==> src/rtl/uart_cmd_pkg.sv <==
// -----------------------------------------------------------------------------
// uart_cmd_pkg
// Shared definitions for the UART two-byte command assembler:
//   - state_e             : command FSM states (high byte / low byte phase)
//   - TIMEOUT_CYC_DEFAULT : default inter-byte timeout in clk cycles
//                           (20 ms at 50 MHz)
//   - timer_width()       : counter width able to hold 0..TIMEOUT_CYC
// -----------------------------------------------------------------------------
package uart_cmd_pkg;

  localparam int unsigned TIMEOUT_CYC_DEFAULT = 1_000_000;

  typedef enum logic {
    IDLE     = 1'b0,  // waiting for the high (first) byte
    WAIT_LOW = 1'b1   // high byte held, waiting for the low (second) byte
  } state_e;

  // ceil(log2(cyc+1)), never narrower than one bit.
  function automatic int unsigned timer_width(input int unsigned cyc);
    return (cyc < 2) ? 1 : $clog2(cyc + 1);
  endfunction

endpackage : uart_cmd_pkg

==> src/rtl/cmd_timer.sv <==
// -----------------------------------------------------------------------------
// cmd_timer
// Inter-byte timeout counter. Counts enabled cycles from zero, saturates at
// TIMEOUT_CYC (never wraps) and flags the terminal count TIMEOUT_CYC-1.
//
// Ports
//   clk    : system clock, rising edge
//   rst_n  : synchronous active-low reset (count -> 0)
//   clr_i  : clear count to zero (has priority over en_i)
//   en_i   : advance count by one this cycle
//   tc_o   : count currently equals TIMEOUT_CYC-1
// -----------------------------------------------------------------------------
module cmd_timer
  import uart_cmd_pkg::*;
#(
  parameter int unsigned TIMEOUT_CYC = TIMEOUT_CYC_DEFAULT
) (
  input  logic clk,
  input  logic rst_n,
  input  logic clr_i,
  input  logic en_i,
  output logic tc_o
);

  localparam int unsigned CNT_W = timer_width(TIMEOUT_CYC);
  localparam logic [CNT_W-1:0] CNT_MAX = CNT_W'(TIMEOUT_CYC);
  localparam logic [CNT_W-1:0] CNT_TC  = CNT_W'(TIMEOUT_CYC - 1);

  logic [CNT_W-1:0] count_q, count_d;

  // NOTE: every combinational output gets its default before any branch, so
  // no path leaves it unassigned and no latch is inferred.
  always_comb begin
    count_d = count_q;
    if (clr_i) begin
      count_d = '0;
    end else if (en_i && (count_q != CNT_MAX)) begin
      count_d = count_q + CNT_W'(1);
    end
  end

  // NOTE: state registers use non-blocking assignments so every flop samples
  // pre-edge values regardless of process ordering.
  always_ff @(posedge clk) begin
    if (!rst_n) begin
      count_q <= '0;
    end else begin
      count_q <= count_d;
    end
  end

  assign tc_o = (count_q == CNT_TC);

endmodule : cmd_timer

==> src/rtl/uart_cmd_ctrl.sv <==
// -----------------------------------------------------------------------------
// uart_cmd_ctrl
// Assembles a 16-bit command from two consecutive UART bytes ({first, second}).
// A partial command is discarded if the second byte does not arrive within
// TIMEOUT_CYC cycles of the first.
//
// Ports
//   clk          : 50 MHz system clock, rising edge
//   rst_n        : synchronous active-low reset
//   rx_rdy       : receiver has a byte; stays high until cleared
//   rx_data      : received byte, valid while rx_rdy is high
//   clr_rx_rdy   : one-cycle pulse acknowledging an accepted byte
//   clr_cmd_rdy  : consumer acknowledge, knocks down cmd_rdy
//   cmd          : assembled command {high byte, low byte}
//   cmd_rdy      : cmd holds a complete, unconsumed command
//   timeout_err  : one-cycle pulse when a partial command is discarded
// -----------------------------------------------------------------------------
module uart_cmd_ctrl
  import uart_cmd_pkg::*;
#(
  parameter int unsigned TIMEOUT_CYC = TIMEOUT_CYC_DEFAULT
) (
  input  logic        clk,
  input  logic        rst_n,
  input  logic        rx_rdy,
  input  logic [7:0]  rx_data,
  output logic        clr_rx_rdy,
  input  logic        clr_cmd_rdy,
  output logic [15:0] cmd,
  output logic        cmd_rdy,
  output logic        timeout_err
);

  state_e     state_q, state_d;
  logic [7:0] cmd_hi_q, cmd_hi_d;
  logic [7:0] cmd_lo_q, cmd_lo_d;
  logic       cmd_rdy_q, cmd_rdy_d;
  // Set on every capture and held until rx_rdy is seen low. The receiver
  // drops rx_rdy at least one edge after our clear pulse, so without this a
  // still-high rx_rdy would capture the same byte a second time.
  logic       hold_q, hold_d;

  logic       accept;
  logic       tmr_clr;
  logic       tmr_en;
  logic       tmr_tc;

  // Gating with rst_n keeps clr_rx_rdy quiet while reset is asserted.
  assign accept = rx_rdy && !hold_q && rst_n;

  always_comb begin
    state_d     = state_q;
    cmd_hi_d    = cmd_hi_q;
    cmd_lo_d    = cmd_lo_q;
    cmd_rdy_d   = cmd_rdy_q;
    hold_d      = hold_q && rx_rdy;
    clr_rx_rdy  = 1'b0;
    timeout_err = 1'b0;
    tmr_clr     = 1'b0;
    tmr_en      = 1'b0;

    // Consumer acknowledge; a low-byte capture below overrides it.
    if (clr_cmd_rdy) begin
      cmd_rdy_d = 1'b0;
    end

    unique case (state_q)
      IDLE: begin
        if (accept) begin
          cmd_hi_d   = rx_data;
          clr_rx_rdy = 1'b1;
          cmd_rdy_d  = 1'b0;  // a new high byte invalidates any pending command
          tmr_clr    = 1'b1;
          hold_d     = 1'b1;
          state_d    = WAIT_LOW;
        end
      end

      WAIT_LOW: begin
        if (accept) begin
          // A byte on the terminal-count cycle still completes the command.
          cmd_lo_d   = rx_data;
          clr_rx_rdy = 1'b1;
          cmd_rdy_d  = 1'b1;
          hold_d     = 1'b1;
          state_d    = IDLE;
        end else begin
          tmr_en = 1'b1;
          if (tmr_tc) begin
            // Drop the partial command; cmd_hi_q stays stale and cmd_rdy
            // keeps whatever value it already had.
            timeout_err = rst_n;
            state_d     = IDLE;
          end
        end
      end

      default: state_d = IDLE;
    endcase
  end

  always_ff @(posedge clk) begin
    if (!rst_n) begin
      state_q   <= IDLE;
      cmd_hi_q  <= 8'h00;
      cmd_lo_q  <= 8'h00;
      cmd_rdy_q <= 1'b0;
      hold_q    <= 1'b0;  // a pending byte is taken right after release
    end else begin
      state_q   <= state_d;
      cmd_hi_q  <= cmd_hi_d;
      cmd_lo_q  <= cmd_lo_d;
      cmd_rdy_q <= cmd_rdy_d;
      hold_q    <= hold_d;
    end
  end

  cmd_timer #(
    .TIMEOUT_CYC (TIMEOUT_CYC)
  ) u_cmd_timer (
    .clk   (clk),
    .rst_n (rst_n),
    .clr_i (tmr_clr),
    .en_i  (tmr_en),
    .tc_o  (tmr_tc)
  );

  assign cmd     = {cmd_hi_q, cmd_lo_q};
  assign cmd_rdy = cmd_rdy_q;

endmodule : uart_cmd_ctrl
==> config.mk <==
export PLATFORM = sky130hd
export DESIGN_NAME = uart_cmd_ctrl
export DESIGN_NICKNAME = d
export VERILOG_FILES = /design/src/rtl/uart_cmd_pkg.sv /design/src/rtl/cmd_timer.sv /design/src/rtl/uart_cmd_ctrl.sv
export SDC_FILE = /design/constraint.sdc
export NUM_CORES = 1
export LEC_CHECK = 0
export CAP_MARGIN = 10
export CORE_MARGIN = 3
export CORE_UTILIZATION = 36
export CTS_BUF_LIST = sky130_fd_sc_hd__clkbuf_8
export DETAILED_ROUTE_END_ITERATION = 7
export MAX_ROUTING_LAYER = met4
export PLACE_DENSITY_LB_ADDON = 0.12
export SETUP_SLACK_MARGIN = 0.02
export SLEW_MARGIN = 10
export SYNTH_ARGS = -nofsm -noshare
export SYNTH_HDL_FRONTEND = slang
export SYNTH_HIERARCHICAL = 1
export SYNTH_SLANG_ARGS = --single-unit
==> constraint.sdc <==
create_clock -name clk -period 2.3 [get_ports clk]
set_clock_uncertainty 0.05 [all_clocks]
set_input_delay 0.23 -clock clk [delete_from_list [all_inputs] [get_ports clk]]
set_output_delay 0.23 -clock clk [all_outputs]
set_load 0.005 [all_outputs]
==> summary.txt, run 1 <==
Outcome
  – Status: finished, final reports clean

STA
  – Setup TNS: 0 ns
  – Final hold vios: 0
  – Final Critical Period: 2.23 ns
  – Slew headroom: 62.6%
  – Final slew viol count: 0
  – Fmax: 448 MHz
  – PnR worst setup slack: 0.0664 ns
  – Slew @ Worst Pin: 0.560 ns
  – Setup violators final: 0
  – Tcrit/Tclk final: 97.1%

Clock network
  – Clk root buf: clkbuf_8
  – CTS tree: done
  – Clk sinks: 39
  – Worst-Skew Late Latency: a little under 0.3 ns
  – Clock transition at the registers of the reported paths: 0.08 ns
  – Max Root-Sink Buffers: 2
  – Max H-tree Level: 2
  – Cts hold-fix bufs: 0
  – Total CTS buffers: 5

Power and ir drop
  – Leak: 0.833 nW
  – Power share of the sequential group: 49.7%
  – Net Sw Power: slightly above 300 uW
  – Worst vdd ir: 0.280 mV
  – Clock Power Share: 41.3%
  – Internal power component: 1.11 mW
  – Logic pwr share: 9.1%
  – Power Dens Cells: 592 nW/um^2
  – Sw Ratio: 21.6%

Cells and area
  – Layout Nets: approximately 260
  – Commonest non-fill, non-tap cell in the layout: dfxtp_1
  – Fill count: about 430
  – Layout cells sized above 1: 22.2%
  – Syn-to-layout area delta: 36.5%
  – N_diodes: 0
  – Final std cells w/o fill: between 300 and 400
  – Commonest non-fill, non-tap cells in the layout: dfxtp_1, clkdlybuf4s50_1, nand3_1, buf_4, nand2_1

Worst setup path
  – Reg2Reg Setup Slack: 0.17 ns
  – Worst r2r dst: u_cmd_timer/count_q[18]
  – WP data arrival: 2.41 ns
  – WP data required: 2.48 ns
  – Setup crit end kind: flip-flop
  – Worst-path fanout max: 6
  – CP Class: primary input to flip-flop
  – Worst r2r src: hold_q
  – Startpoint types: primary input
  – Worst-case reg-to-reg path depth: 7

Drt
  – Via Count: 1586
  – Drt drc: 0
  – Starting DRT DRC Count: 110
  – Number of vias per cell: between 5 and 6
  – Initial DRT Pass Iterations: 4
  – Routed length per instance: 12.6 um
  – ANT nets after route: 0
  – Routed WL: just under 4000 um

Floorplan
  – Num ports: 31
  – Die area: 5750 um^2
  – Die Wd: 75.8 um
  – Core area: 4530 um^2
  – Initial core utilization: approximately 39%
  – Chip height: 75.8 um
  – Rows: 24

Yosys
  – EDFF count, synth: 0
  – Cell variety after synth: 38
  – Post-Syn Area per Cell: 8.73 um^2
  – Syn. warnings: 6
  – Syn Nets: around 220
  – Gate Count Post-Synth: 201
  – Flops & latches, synth: 39
  – Sequential cell area fraction in the yosys report: 44.5%
  – Synth top area cells: dfxtp_1, nand3_1, o21ai_2
  – Mapped cell area: 1760 um^2
  – Synth area leader: dfxtp_1
  – Synth async-reset ratio: 0%
  – Top FF cell, synth: dfxtp_1
  – Share of the synthesized area in the top cell type: 44.5%

GRT
  – Vias in the first global route: 1430
  – Global-route wire length before repair: 6410 um
  – Initial antenna violation count: 0
  – GRT Total Usage: between 10% and 20%
  – Largest net degree at the start of global routing: 32
  – GR Overflow Total: 0

Min path
  – Hold Path Cell Cnt: 2
  – Hold crit path type: flip-flop to flip-flop
  – Min-delay src: cmd_hi_q[3]
  – Hold Path End: cmd_hi_q[3]

Placed design
  – Placed cells: a little over 300
  – IO buf count: 30
  – Post-DP HPWL: 2770 um
  – GP Congestion: 0.768
  – Place WS: -0.326 ns

Flow run
  – Max cap viols: 0
==> synthesized netlist by cell type (3+ instances only) <==
| cell type | instances |
|---|---|
| nor2b_1 | 3 |
| inv_1 | 6 |
| nand4_1 | 5 |
| buf_2 | 5 |
| or4_1 | 6 |
| nand3b_1 | 3 |
| dfxtp_1 | 39 |
| xnor2_1 | 6 |
| nand3_1 | 23 |
| nor4_1 | 4 |
| or3_1 | 5 |
| o21ai_0 | 12 |
| o31ai_1 | 4 |
| a21oi_1 | 8 |
| clkbuf_1 | 5 |
| nand2_1 | 18 |
| o21ai_2 | 8 |
| nor2_1 | 10 |
| nor3_1 | 4 |
==> worst max-delay path by stage <==
stage	from	to	slack [ns]	cells past startpoint
CTS	u_cmd_timer/count_q[8]	timeout_err	0.008	7
finish	rx_rdy	u_cmd_timer/count_q[18]	0.07	8
detailed placement	rx_rdy	u_cmd_timer/count_q[18]	-0.33	8
global placement	rx_rdy	u_cmd_timer/count_q[18]	-0.28	8
global route	rx_rdy	u_cmd_timer/count_q[18]	-0.004	8
floorplan	hold_q	u_cmd_timer/count_q[18]	0.06	9
==> cell type report <==
| cell class | count | area [um^2] | share of cell area (%) |
|---|---|---|---|
| Clock buffer | 6 | 82.6 | 3.45 |
| Multi-Input combinational cell | 144 | 936 | 39.1 |
| Inverter | 6 | 22.5 | 0.940 |
| Clock inverter | 2 | 35.0 | 1.46 |
| Tap cell | 65 | 81.3 | 3.39 |
| Timing Repair Buffer | 51 | 453 | 18.9 |
| Sequential cell | 39 | 786 | 32.8 |
==> power by group through the flow <==
stage | clock network, mW | registers, mW | logic, mW
floorplan | 0 | 0.720 | 0.0671
global placement | 0 | 0.719 | 0.131
detailed placement | 0 | 0.720 | 0.131
CTS | 0.608 | 0.704 | 0.131
global route | 0.636 | 0.707 | 0.143
finish | 0.586 | 0.705 | 0.129
==> flip-flops by register name, indices dropped and copies added, names as in the netlist <==
signal	count
u_cmd_timer/count_q	20
cmd_hi_q	8
cmd_lo_q	8
cmd_rdy	1
hold_q	1
state_q	1
==> cells by family (layout without fill, tap and decap cells) <==
family	Yosys count	in the layout	synth area share, %
flops	39	39	44.5
mux	2	2	1.14
simple gates	95	95	30.0
xor+xnor	8	8	3.99
fa+ha+maj	2	2	1.43
compound gates	37	37	13.9
buf+inv	18	65	5.06
==> critical path, cell delays in order <==
cell             delay (ns)
clkdlybuf4s50_1        0.42
nor2b_1                0.15
and2_1                 0.17
nor2b_2                0.14
nand3_2                0.10
or4_4                  0.57
or4_1                  0.49
a21oi_1                0.14
==> per-stage QoR <==
step / hold WS, ns / utilization (%) / cell area (um^2) / total power, mW
after floorplan: 0.307 / - / 1760 / 0.787
after global placement: 0.396 / 48.8 / 2210 / 0.850
after detailed placement: 0.401 / 48.8 / 2210 / 0.851
after CTS: 0.411 / 52.1 / 2360 / 1.44
after global routing: 0.422 / 52.8 / 2400 / 1.49
final: 0.408 / 52.8 / 2400 / 1.42
==> repair_timing <==
action | in CTS | in global routing
resized for setup | 7 | 9
pin swaps | 3 | 6
setup buffers | 0 | 2
setup endpoints to repair | 2 | 2
==> routing by layer <==
layer / vias up / GRT usage, % / wire length [um]
li1: 817 / - / -
met1: 728 / 18.8 / 1840
met2: 33 / 22.5 / 1840
met3: 8 / 5.28 / 172
met4: 0 / 5.83 / 80
met5: - / - / 0
No activity file was read; power rests on OpenSTA's default activity.
==> run 2: changes to the inputs <==
--- a/config.mk
+++ b/config.mk
@@ -5,7 +5,7 @@
 export SDC_FILE = /design/constraint.sdc
 export NUM_CORES = 1
 export LEC_CHECK = 0
-export CAP_MARGIN = 10
+export ABC_CLOCK_PERIOD_IN_PS = 2810
 export CORE_MARGIN = 3
 export CORE_UTILIZATION = 36
 export CTS_BUF_LIST = sky130_fd_sc_hd__clkbuf_8
==> constraint.sdc (replaced) <==
create_clock -name clk -period 2.81 [get_ports clk]
set_clock_uncertainty 0.05 [all_clocks]
set_input_delay 0.281 -clock clk [delete_from_list [all_inputs] [get_ports clk]]
set_output_delay 0.281 -clock clk [all_outputs]
set_load 0.005 [all_outputs]
==> run 2 against run 1 <==
Non-clock buffer count down 16; sequential power is 18% lower; sequential share of layout area is 2.2 points higher; utilization down 3.7 points; hold slack improved by 0.0081 ns; die area did not move; clock power shrank 32%; largest cell class unchanged; highest routed layer unchanged.
==> summary.txt, run 2 (synthesis results as in run 1) <==
Outcome
  – Status: finished, final reports clean

Cells and area
  – Top Registers: u_cmd_timer/count_q x20, cmd_hi_q x8, cmd_lo_q x8
  – Final std cells w/o fill: 297
  – Commonest non-fill, non-tap cell in the layout: dfxtp_1
  – Final core occ: 49.1%
  – Layout Nets: 245
  – Max reg flops: 20
  – Commonest non-fill, non-tap cells in the layout: dfxtp_1, clkdlybuf4s50_1, nand3_1, nand2_1, o21ai_0
  – Layout cells sized above 1: around 13%
  – Syn-to-layout area delta: 26.9%
  – Design area: 2230 um^2
  – N_diodes: 0
  – Most flop-heavy register: u_cmd_timer/count_q

Drt
  – WL met1: between 1500 and 2000 um
  – Via Count: around 1500
  – Initial DRT Pass Iterations: 4
  – Drt drc: 0
  – Met2 wire len: between 1500 and 2000 um
  – Routed length per instance: 12.6 um
  – DR WL met3: 234 um
  – Highest routed metal layer: met4
  – Starting DRT DRC Count: 110
  – Routed WL: 3750 um
  – ANT nets after route: 0
  – Number of vias per cell: 5.07

Worst setup path
  – Startpoint types: flip-flop
  – Crit-path cells: nor4_1 -> nand4b_1 -> nor4_4 -> nand3_1 -> nor2_1 -> clkdlybuf4s50_1
  – WP data required: 2.48 ns
  – CP Class: flip-flop to output port
  – Slowest CP cell: clkdlybuf4s50_1
  – Crit path from: u_cmd_timer/count_q[7]
  – CP Buf/Inv Count: 1
  – Worst-path fanout max: 5
  – CP delay by family, top: simple AND/OR/NAND/NOR gates
  – CP max stage delay: 0.51 ns
  – WP data arrival: 2.26 ns
  – Setup crit end kind: output port
  – Worst r2r src: hold_q

GRT
  – Largest net degree at the start of global routing: 32
  – GR Overflow Total: 0
  – Vias in the first global route: 1397
  – Initial antenna violation count: 0
  – Global-route wire length before repair: 6240 um
  – GRT Total Usage: between 10 and 15%

Floorplan
  – Initial core utilization: 38.7%
  – Num ports: 31
  – Die area: 5750 um^2
  – Core area: 4530 um^2
  – Die Wd: 75.8 um
  – Rows: 24
  – Chip height: approximately 76 um

Clock network
  – Clock transition at the registers of the reported paths: 0.08 ns
  – Worst-Skew Late Latency: 0.29 ns
  – Total CTS buffers: 5
  – Cts hold-fix bufs: 0
  – Clk sinks: 39
  – CTS tree: done
  – Clk root buf: clkbuf_8
  – Max H-tree Level: 2
  – Max Root-Sink Buffers: 2

STA
  – Final hold vios: 0
  – Tcrit/Tclk final: 92.2%
  – Fmax: 386 MHz
  – Slew @ Worst Pin: 0.760 ns
  – PnR worst setup slack: 0.220 ns
  – Setup TNS: 0 ns
  – Hold slack: 0.416 ns
  – Final Critical Period: 2.59 ns
  – RSZ-0062 raised after global routing: false
  – Final slew viol count: 0
  – Slew headroom: 49.3%
  – Setup violators final: 0

Placed design
  – Place WS: about 0.036 ns
  – Post-DP HPWL: 2710 um
  – Placed cells: 289
  – GP Congestion: 0.800
  – Placement-stage cell area: 2110 um^2
  – IO buf count: 30

Min path
  – Hold crit path type: flip-flop to flip-flop
  – Min-delay src: cmd_hi_q[3]

Power and ir drop
  – Overall Power: around 1.1 mW
  – Worst vdd ir: 0.332 mV
  – Power Dens Cells: 484 nW/um^2
  – Leak: 0.737 nW

Flow run
  – Max cap viols: 0
[run 2: path summary, 6_finish.rpt]
check | end | slack, ns | depth (start not counted)
setup / recovery | timeout_err | 0.22 | 6
hold / removal | cmd_hi_q[3] | 0.42 | 2
setup reg to reg | u_cmd_timer/count_q[18] | 0.56 | 7
hold reg to reg | cmd_hi_q[3] | 0.42 | 2
[run 2: area by class of cell]
cell class | count | area, um^2
fill | 462 | 2310
multi-input combinational | 144 | 907
sequential | 39 | 781
timing repair buffer | 35 | 338
clock buffer | 6 | 82.6
tap | 65 | 81.3
inverter | 6 | 22.5
clock inverter | 2 | 16.3
[run 2: layer usage]
layer,vias to the layer above,global-route usage (%)
met5,-,-
met4,0,5.24
met3,9,4.88
met2,38,22.1
met1,677,18.5
li1,783,-
[run 2: where the power goes]
| part | internal [mW] | switching, mW | total [mW] |
|---|---|---|---|
| logic | 0.0525 | 0.0492 | 0.102 |
| registers | 0.567 | 0.00943 | 0.576 |
| clock network | 0.200 | 0.201 | 0.401 |
[run 2: timing repair]
item,4_1_cts,5_1_grt
resized for setup,0,3
setup buffers,0,0
endpoints found under the setup margin,0,1
[run 2: worst register-to-register path: cells and delay by family (launching register included)]
family	cells	cell delay (ns)
flip-flops	1	0.36
AO/OA/AOI/OAI	1	0.14
AND/OR/NAND/NOR	6	1.63
